$ cat src/rtl/gray_pool_downsampler.sv
// -----------------------------------------------------------------------------
// gray_pool_downsampler
//
// Purpose:
//   Takes the 8-bit grayscale pixel stream in the VGA_CLK domain, crops a
//   (OUT_W*POOL) x (OUT_H*POOL) window starting at (CROP_X0, CROP_Y0), and
//   box-averages each POOL x POOL cell into one thumbnail pixel.
//   One accumulator per output column is enough: a cell row finishes on the
//   last line of that cell, so the column sums can be reused for the next row.
//
// Ports:
//   VGA_CLK      in   pixel clock, all logic on the rising edge
//   RST          in   synchronous active-high reset
//   VGA_VS       in   vertical sync, active-low (low = between frames)
//   READ_Request in   pixel valid strobe for iGray
//   iGray        in   grayscale pixel
//   oPix_Valid   out  one-cycle strobe: oPix/oPix_X/oPix_Y are valid
//   oPix         out  floor(cell sum / (POOL*POOL))
//   oPix_X       out  output column
//   oPix_Y       out  output row
//   oFrame_Done  out  one-cycle pulse the cycle after the last cell of a frame
// -----------------------------------------------------------------------------
module gray_pool_downsampler #(
   parameter int IMG_W   = 640,
   parameter int IMG_H   = 480,
   parameter int CROP_X0 = 96,
   parameter int CROP_Y0 = 16,
   parameter int POOL    = 16,
   parameter int OUT_W   = 28,
   parameter int OUT_H   = 28,
   parameter int DATA_W  = 8
) (
   input  logic              VGA_CLK,
   input  logic              RST,
   input  logic              VGA_VS,
   input  logic              READ_Request,
   input  logic [DATA_W-1:0] iGray,
   output logic              oPix_Valid,
   output logic [DATA_W-1:0] oPix,
   output logic [4:0]        oPix_X,
   output logic [4:0]        oPix_Y,
   output logic              oFrame_Done
);

   localparam int LOG2_POOL = $clog2(POOL);
   localparam int CROP_W    = OUT_W * POOL;
   localparam int CROP_H    = OUT_H * POOL;
   localparam int ACC_W     = DATA_W + 2 * LOG2_POOL;
   localparam int XW        = $clog2(IMG_W);
   localparam int YW        = $clog2(IMG_H + 1);
   localparam int RWX       = $clog2(CROP_W);
   localparam int RWY       = $clog2(CROP_H);
   localparam int CXW       = RWX - LOG2_POOL;
   localparam int CYW       = RWY - LOG2_POOL;

   typedef enum logic [1:0] {
      S_WAIT_VS,
      S_ARM,
      S_ACTIVE,
      S_DONE
   } state_t;

   state_t            r_state;
   logic [XW-1:0]     r_x;
   logic [YW-1:0]     r_y;
   logic              r_vs_d;
   logic [ACC_W-1:0]  r_acc [OUT_W];

   logic              w_take;
   logic              w_in_crop;
   logic [RWX-1:0]    w_rel_x;
   logic [RWY-1:0]    w_rel_y;
   logic [CXW-1:0]    w_cx;
   logic [CYW-1:0]    w_cy;
   logic              w_cell_end;
   logic              w_last_cell;
   logic [ACC_W-1:0]  w_sum;

   // Sum of POOL*POOL pixels divided by POOL*POOL with floor: the top DATA_W
   // bits of the accumulator.
   function automatic logic [DATA_W-1:0] pool_avg(input logic [ACC_W-1:0] sum);
      return sum[ACC_W-1 -: DATA_W];
   endfunction

   // Pixels past the last active line are never counted.
   assign w_take    = READ_Request && VGA_VS && (r_y < YW'(IMG_H));

   assign w_in_crop = (r_x >= XW'(CROP_X0)) && (r_x < XW'(CROP_X0 + CROP_W)) &&
                      (r_y >= YW'(CROP_Y0)) && (r_y < YW'(CROP_Y0 + CROP_H));

   // Offsets only matter inside the window, where they fit in RWX/RWY bits.
   assign w_rel_x   = RWX'(r_x - XW'(CROP_X0));
   assign w_rel_y   = RWY'(r_y - YW'(CROP_Y0));
   assign w_cx      = w_rel_x[RWX-1:LOG2_POOL];
   assign w_cy      = w_rel_y[RWY-1:LOG2_POOL];

   assign w_cell_end  = (&w_rel_x[LOG2_POOL-1:0]) && (&w_rel_y[LOG2_POOL-1:0]);
   assign w_last_cell = (w_cx == CXW'(OUT_W - 1)) && (w_cy == CYW'(OUT_H - 1));

   assign w_sum     = r_acc[w_cx] + ACC_W'(iGray);

   always_ff @(posedge VGA_CLK) begin
      if (RST) begin
         r_state     <= S_WAIT_VS;
         r_x         <= '0;
         r_y         <= '0;
         r_vs_d      <= 1'b0;
         for (int i = 0; i < OUT_W; i++) begin
            r_acc[i] <= '0;
         end
         oPix_Valid  <= 1'b0;
         oPix        <= '0;
         oPix_X      <= '0;
         oPix_Y      <= '0;
         oFrame_Done <= 1'b0;
      end else begin
         r_vs_d      <= VGA_VS;
         oPix_Valid  <= 1'b0;
         oFrame_Done <= 1'b0;

         case (r_state)
            S_WAIT_VS: begin
               if (!VGA_VS) begin
                  r_state <= S_ARM;
               end
            end

            // A frame starts only on a VS rising edge. Coming back here from
            // DONE while VS is still high therefore waits out the rest of the
            // current frame instead of re-arming on its tail.
            S_ARM: begin
               if (VGA_VS && !r_vs_d) begin
                  r_state <= S_ACTIVE;
                  r_x     <= '0;
                  r_y     <= '0;
               end
            end

            S_ACTIVE: begin
               if (!VGA_VS) begin
                  // Short frame: drop partial sums so the next frame starts clean.
                  r_state <= S_ARM;
                  r_x     <= '0;
                  r_y     <= '0;
                  for (int i = 0; i < OUT_W; i++) begin
                     r_acc[i] <= '0;
                  end
               end else if (w_take) begin
                  if (r_x == XW'(IMG_W - 1)) begin
                     r_x <= '0;
                     r_y <= r_y + YW'(1);
                  end else begin
                     r_x <= r_x + XW'(1);
                  end

                  if (w_in_crop) begin
                     if (w_cell_end) begin
                        oPix_Valid   <= 1'b1;
                        oPix         <= pool_avg(w_sum);
                        oPix_X       <= 5'(w_cx);
                        oPix_Y       <= 5'(w_cy);
                        r_acc[w_cx]  <= '0;
                        if (w_last_cell) begin
                           r_state <= S_DONE;
                        end
                     end else begin
                        r_acc[w_cx]  <= w_sum;
                     end
                  end
               end
            end

            S_DONE: begin
               oFrame_Done <= 1'b1;
               r_state     <= S_ARM;
               r_x         <= '0;
               r_y         <= '0;
            end

            default: begin
               r_state <= S_WAIT_VS;
            end
         endcase
      end
   end

endmodule

$ cat config.mk
export PLATFORM = sky130hd
export DESIGN_NAME = gray_pool_downsampler
export DESIGN_NICKNAME = d
export VERILOG_FILES = /design/src/rtl/gray_pool_downsampler.sv
export SDC_FILE = /design/constraint.sdc
export NUM_CORES = 1
export LEC_CHECK = 0
export CORE_MARGIN = 5
export CORE_UTILIZATION = 45
export DETAILED_ROUTE_END_ITERATION = 8
export GPL_TIMING_DRIVEN = 0
export MAX_ROUTING_LAYER = met4
export PLACE_DENSITY = 0.62
export SLEW_MARGIN = 15
export SYNTH_ARGS = -nofsm -noshare
export SYNTH_HDL_FRONTEND = slang
export SYNTH_SLANG_ARGS = --single-unit
$ cat constraint.sdc
create_clock -name VGA_CLK -period 6 [get_ports VGA_CLK]
set_input_delay 0.6 -clock VGA_CLK [delete_from_list [all_inputs] [get_ports VGA_CLK]]
set_output_delay 0.6 -clock VGA_CLK [all_outputs]
set_load 0.005 [all_outputs]
==> metrics.md <==
| Metric | Value |
|---|---|
| Number of placed instances, taps included | `2668` |
| Total grt overflow | `0` |
| Leakage power summed over all cells | `roughly 0.009 uW` |
| Maximum vdd ir drop | `about 0.26 mV` |
| Pin slew with the least headroom to its limit | `around 1300 ps` |
| Number of warnings issued by yosys | `0` |
| WL per Instance | `28.5 um` |
| Number of synthesized flops with an enable pin | `roughly 500` |
| FF-to-FF setup slack | `170 ps` |
| Via count of the first global-routing pass | `around 17000` |
| Count of cells along the worst hold path | `2` |
| Vertical extent of the die | `248 um` |
| Fill cells | `around 4800` |
| Share of the cycle needed by the critical path after routing | `~97%` |
| Chip Width | `about 250 um` |
| Kind of end point of the critical path | `flip-flop` |
| Yosys top cell by area | `sky130_fd_sc_hd__edfxtp_1` |
| CTS buffer count | `58` |
| Std-Cell Rows | `87` |
| Headroom to the max-slew limit | `between 10 and 15%` |
| Worst Min Path Start | `oPix[0]` |
| Total count of max-transition violations in the final report | `0` |
| Most repeated cell in the gate-level netlist after synthesis | `sky130_fd_sc_hd__edfxtp_1` |
| Post-Route Skew | `26.5 ps` |
| Hold violation count in the final report | `0` |
| FF-to-FF Start | `r_x[5]` |
| Least setup slack across all paths after layout | `173 ps` |
| Final GP Congestion | `roughly 0.96` |
| Synthesis-stage register bit count | `roughly 550` |
| Post-layout net count | `2004` |
| Final Setup Violations | `0` |
| Worst-case reg-to-reg path depth | `19` |
| Antenna violations before repair | `0` |
| Number of DRC markers after the initial detailed-route iteration | `1985` |
| Count of port buffers added during placement | `30` |
| Sum of negative setup slack | `0 ps` |
| Remaining routing DRC violations | `0` |
| Most area-consuming cells after synthesis | `sky130_fd_sc_hd__edfxtp_1 60%, sky130_fd_sc_hd__mux4_2 9.9%, sky130_fd_sc_hd__nor2_1 5.3%` |
| CP Max Fanout | `10` |
| Critical Path RT | `~6300 ps` |
| Status | `complete, no violations` |
| Post-synthesis sequential area ratio | `between 60% and 70%` |
| CTS root buffer | `sky130_fd_sc_hd__clkbuf_16` |
| Share of the core filled with cells in the final layout | `between 50% and 60%` |
| # diodes | `0` |
| Clock-pin slew on the worst setup and hold paths | `around 60 ps` |
| Hold crit path type | `flip-flop to flip-flop` |
| Category of the most critical setup path | `flip-flop to flip-flop` |
| Area growth, synth to finish | `13.7%` |
| Distinct cell type count after synthesis | `slightly below 80` |
| Hold bufs inserted after CTS | `0` |
| Final instance count without filler cells | `roughly 2800` |
| Via total after detailed routing | `between 15000 and 20000` |
| Routed Wire Length | `roughly 79000 um` |
| Post-Place Setup Slack | `-1450 ps` |
| Max Freq | `0.172 GHz` |
| Fraction of synthesis flops using an asynchronous set or reset pin | `0%` |
| Total Die Area | `about 61000 sq um` |
| Clock sink total | `~550` |
| Starting density of the core | `between 40% and 50%` |
| Ratio of total power to cell area | `roughly 290 nW/um^2` |
| Clock tree buffer depth | `3` |
| DRT Pass-1 Iters | `8` |
| Maxcap violations | `0` |
| Area fraction of the dominant cell type after synthesis | `between 60% and 70%` |
| Unrepaired setup endpoints after global routing | `false` |
| Final-layout worst hold slack | `about 450 ps` |
| Area inside the core boundary | `around 56000 sq um` |
| Wire length of the first global-routing pass | `about 110000 um` |
| Detailed-route vias per instance | `6.11` |
| CTS tree | `yes` |
| Fraction of layout cells with a size suffix above 1 | `between 10% and 20%` |
| Endpoint of the worst register-to-register path | `r_acc[28][11]` |
| Top cells by instance count after synthesis | `512 x sky130_fd_sc_hd__edfxtp_1, 362 x sky130_fd_sc_hd__nor2_1, 140 x sky130_fd_sc_hd__nor3_1, 112 x sky130_fd_sc_hd__mux4_2, 102 x sky130_fd_sc_hd__nand2_1` |
| Largest net degree at the start of global routing | `20` |
| Worst Setup Start Kind | `flip-flop` |
| Hold path endpoint | `oPix[0]` |
| Syn Area/Cell | `around 14 sq um` |
| Arr. time, crit path | `6130 ps` |
| Gate count after technology mapping | `about 1900` |
| Ports | `32` |
| DP HPWL | `54900 um` |
| Post-Synthesis Cell Area | `~25000 sq um` |
| Post-Synthesis Net Count | `1911` |
| Total number of H-tree levels | `2` |
| Clock Latency Late Sink | `approximately 640 ps` |
| Tmin final | `roughly 6000 ps` |
| DRT antenna net count | `0` |
| Most instantiated flip-flop cell in the synthesis netlist | `sky130_fd_sc_hd__edfxtp_1` |
| Combined global-route utilization of all metal layers | `between 20% and 30%` |
-- per-layer routing --
layer	up-vias	wire, um	track usage (%)
li1	7235	-	-
met3	218	7410	5.09
met1	8523	29600	33.0
met5	-	0	-
met2	960	37500	41.5
met4	0	4400	12.7
-- what timing repair did --
action | CTS | global route
pin swaps | 2 | 1
endpoints found under the hold margin | 0 | 0
resized for setup | 42 | 38
setup buffers | 4 | 0
setup endpoints to repair | 421 | 292
-- worst max-delay path, cell delays in order, from the launching register on --
cell	delay, ps
sky130_fd_sc_hd__dfxtp_1	350
sky130_fd_sc_hd__buf_6	170
sky130_fd_sc_hd__buf_6	220
sky130_fd_sc_hd__buf_8	220
sky130_fd_sc_hd__buf_2	320
sky130_fd_sc_hd__clkbuf_4	370
sky130_fd_sc_hd__clkbuf_4	360
sky130_fd_sc_hd__mux4_2	380
sky130_fd_sc_hd__a221oi_2	370
sky130_fd_sc_hd__o21ai_1	220
sky130_fd_sc_hd__ha_2	440
sky130_fd_sc_hd__a2111oi_0	120
sky130_fd_sc_hd__nor3_1	320
sky130_fd_sc_hd__nand2_1	190
sky130_fd_sc_hd__nand2b_4	200
sky130_fd_sc_hd__o2111ai_4	230
sky130_fd_sc_hd__xor2_2	320
sky130_fd_sc_hd__buf_2	300
sky130_fd_sc_hd__buf_4	230
sky130_fd_sc_hd__nor2_1	120
-- layout by cell type, fill, tap and decap left out, types with 14 or more instances in the layout --
cell,instances
sky130_fd_sc_hd__dfxtp_1,42
sky130_fd_sc_hd__a21oi_1,27
sky130_fd_sc_hd__mux2i_1,45
sky130_fd_sc_hd__clkbuf_16,58
sky130_fd_sc_hd__buf_4,21
sky130_fd_sc_hd__nor3_1,134
sky130_fd_sc_hd__xor2_1,14
sky130_fd_sc_hd__inv_1,26
sky130_fd_sc_hd__nor2_1,359
sky130_fd_sc_hd__clkbuf_1,78
sky130_fd_sc_hd__mux4_2,112
sky130_fd_sc_hd__clkdlybuf4s50_1,30
sky130_fd_sc_hd__ha_1,21
sky130_fd_sc_hd__o21ai_0,19
sky130_fd_sc_hd__xnor2_1,14
sky130_fd_sc_hd__nor3_2,28
sky130_fd_sc_hd__clkinv_1,19
sky130_fd_sc_hd__buf_6,21
sky130_fd_sc_hd__edfxtp_1,512
sky130_fd_sc_hd__nand3_1,47
sky130_fd_sc_hd__nand2_1,102
sky130_fd_sc_hd__a22oi_1,26
sky130_fd_sc_hd__buf_2,34
-- metrics by stage --
| step | total power, uW | area (sq um) |
|---|---|---|
| floorplan | 4660 | 25500 |
| global placement | 4790 | 26700 |
| detailed placement | 4810 | 26900 |
| CTS | 8330 | 28900 |
| global route | 8520 | 29000 |
| finish | 8320 | 29000 |
-- how the worst max path moves through the flow --
stage            from       endpoint  cells past startpoint
2_1_floorplan  r_x[4]   r_acc[28][9]                     19
3_3_place_gp   r_x[5]   r_acc[28][9]                     19
3_5_place_dp   r_x[5]   r_acc[28][9]                     19
4_1_cts        r_x[5]   r_acc[29][7]                     20
5_1_grt        r_x[5]  r_acc[24][10]                     20
6_report       r_x[5]  r_acc[28][11]                     19
-- registers in the layout (all words and copies together), names as in the netlist --
signal,cells
oPix_Y,5
r_vs_d,1
oFrame_Done,1
oPix_Valid,1
r_x,10
oPix_X,5
r_acc,512
r_y,9
r_state,2
oPix,8
-- power by group --
part	total [uW]	switching (uW)	leakage (uW)	internal (uW)
logic	353	249	0.00291	104
registers	4390	42.2	0.00541	4340
clock network	3580	1550	0.000904	2030
-- cell type report --
class / count / area (sq um) / area share (%)
Timing Repair Buffer: 40 / 439 / 1.52
Clock buffer: 66 / 1480 / 5.12
Sequential cell: 554 / 16200 / 56.0
Multi-Input combinational cell: 1122 / 8430 / 29.1
Tap cell: 756 / 946 / 3.27
Inverter: 27 / 101 / 0.350
Clock inverter: 42 / 394 / 1.36
Buffer: 166 / 945 / 3.26
-- logic make-up (layout without fill, tap and decap cells) --
kind of cell               after synthesis  in the layout  synth area share (%)
adders and majority gates               23             23                  1.16
and+or+nand+nor                        744            744                  13.4
xor gates and xnor gates                30             30                  1.03
AOI/OAI and AO/OA                      155            155                  4.66
buffers and inverters                  200            341                  3.86
DFF                                    554            554                  63.7
muxes                                  170            170                  12.2
Power figures use the tool's default switching activity.
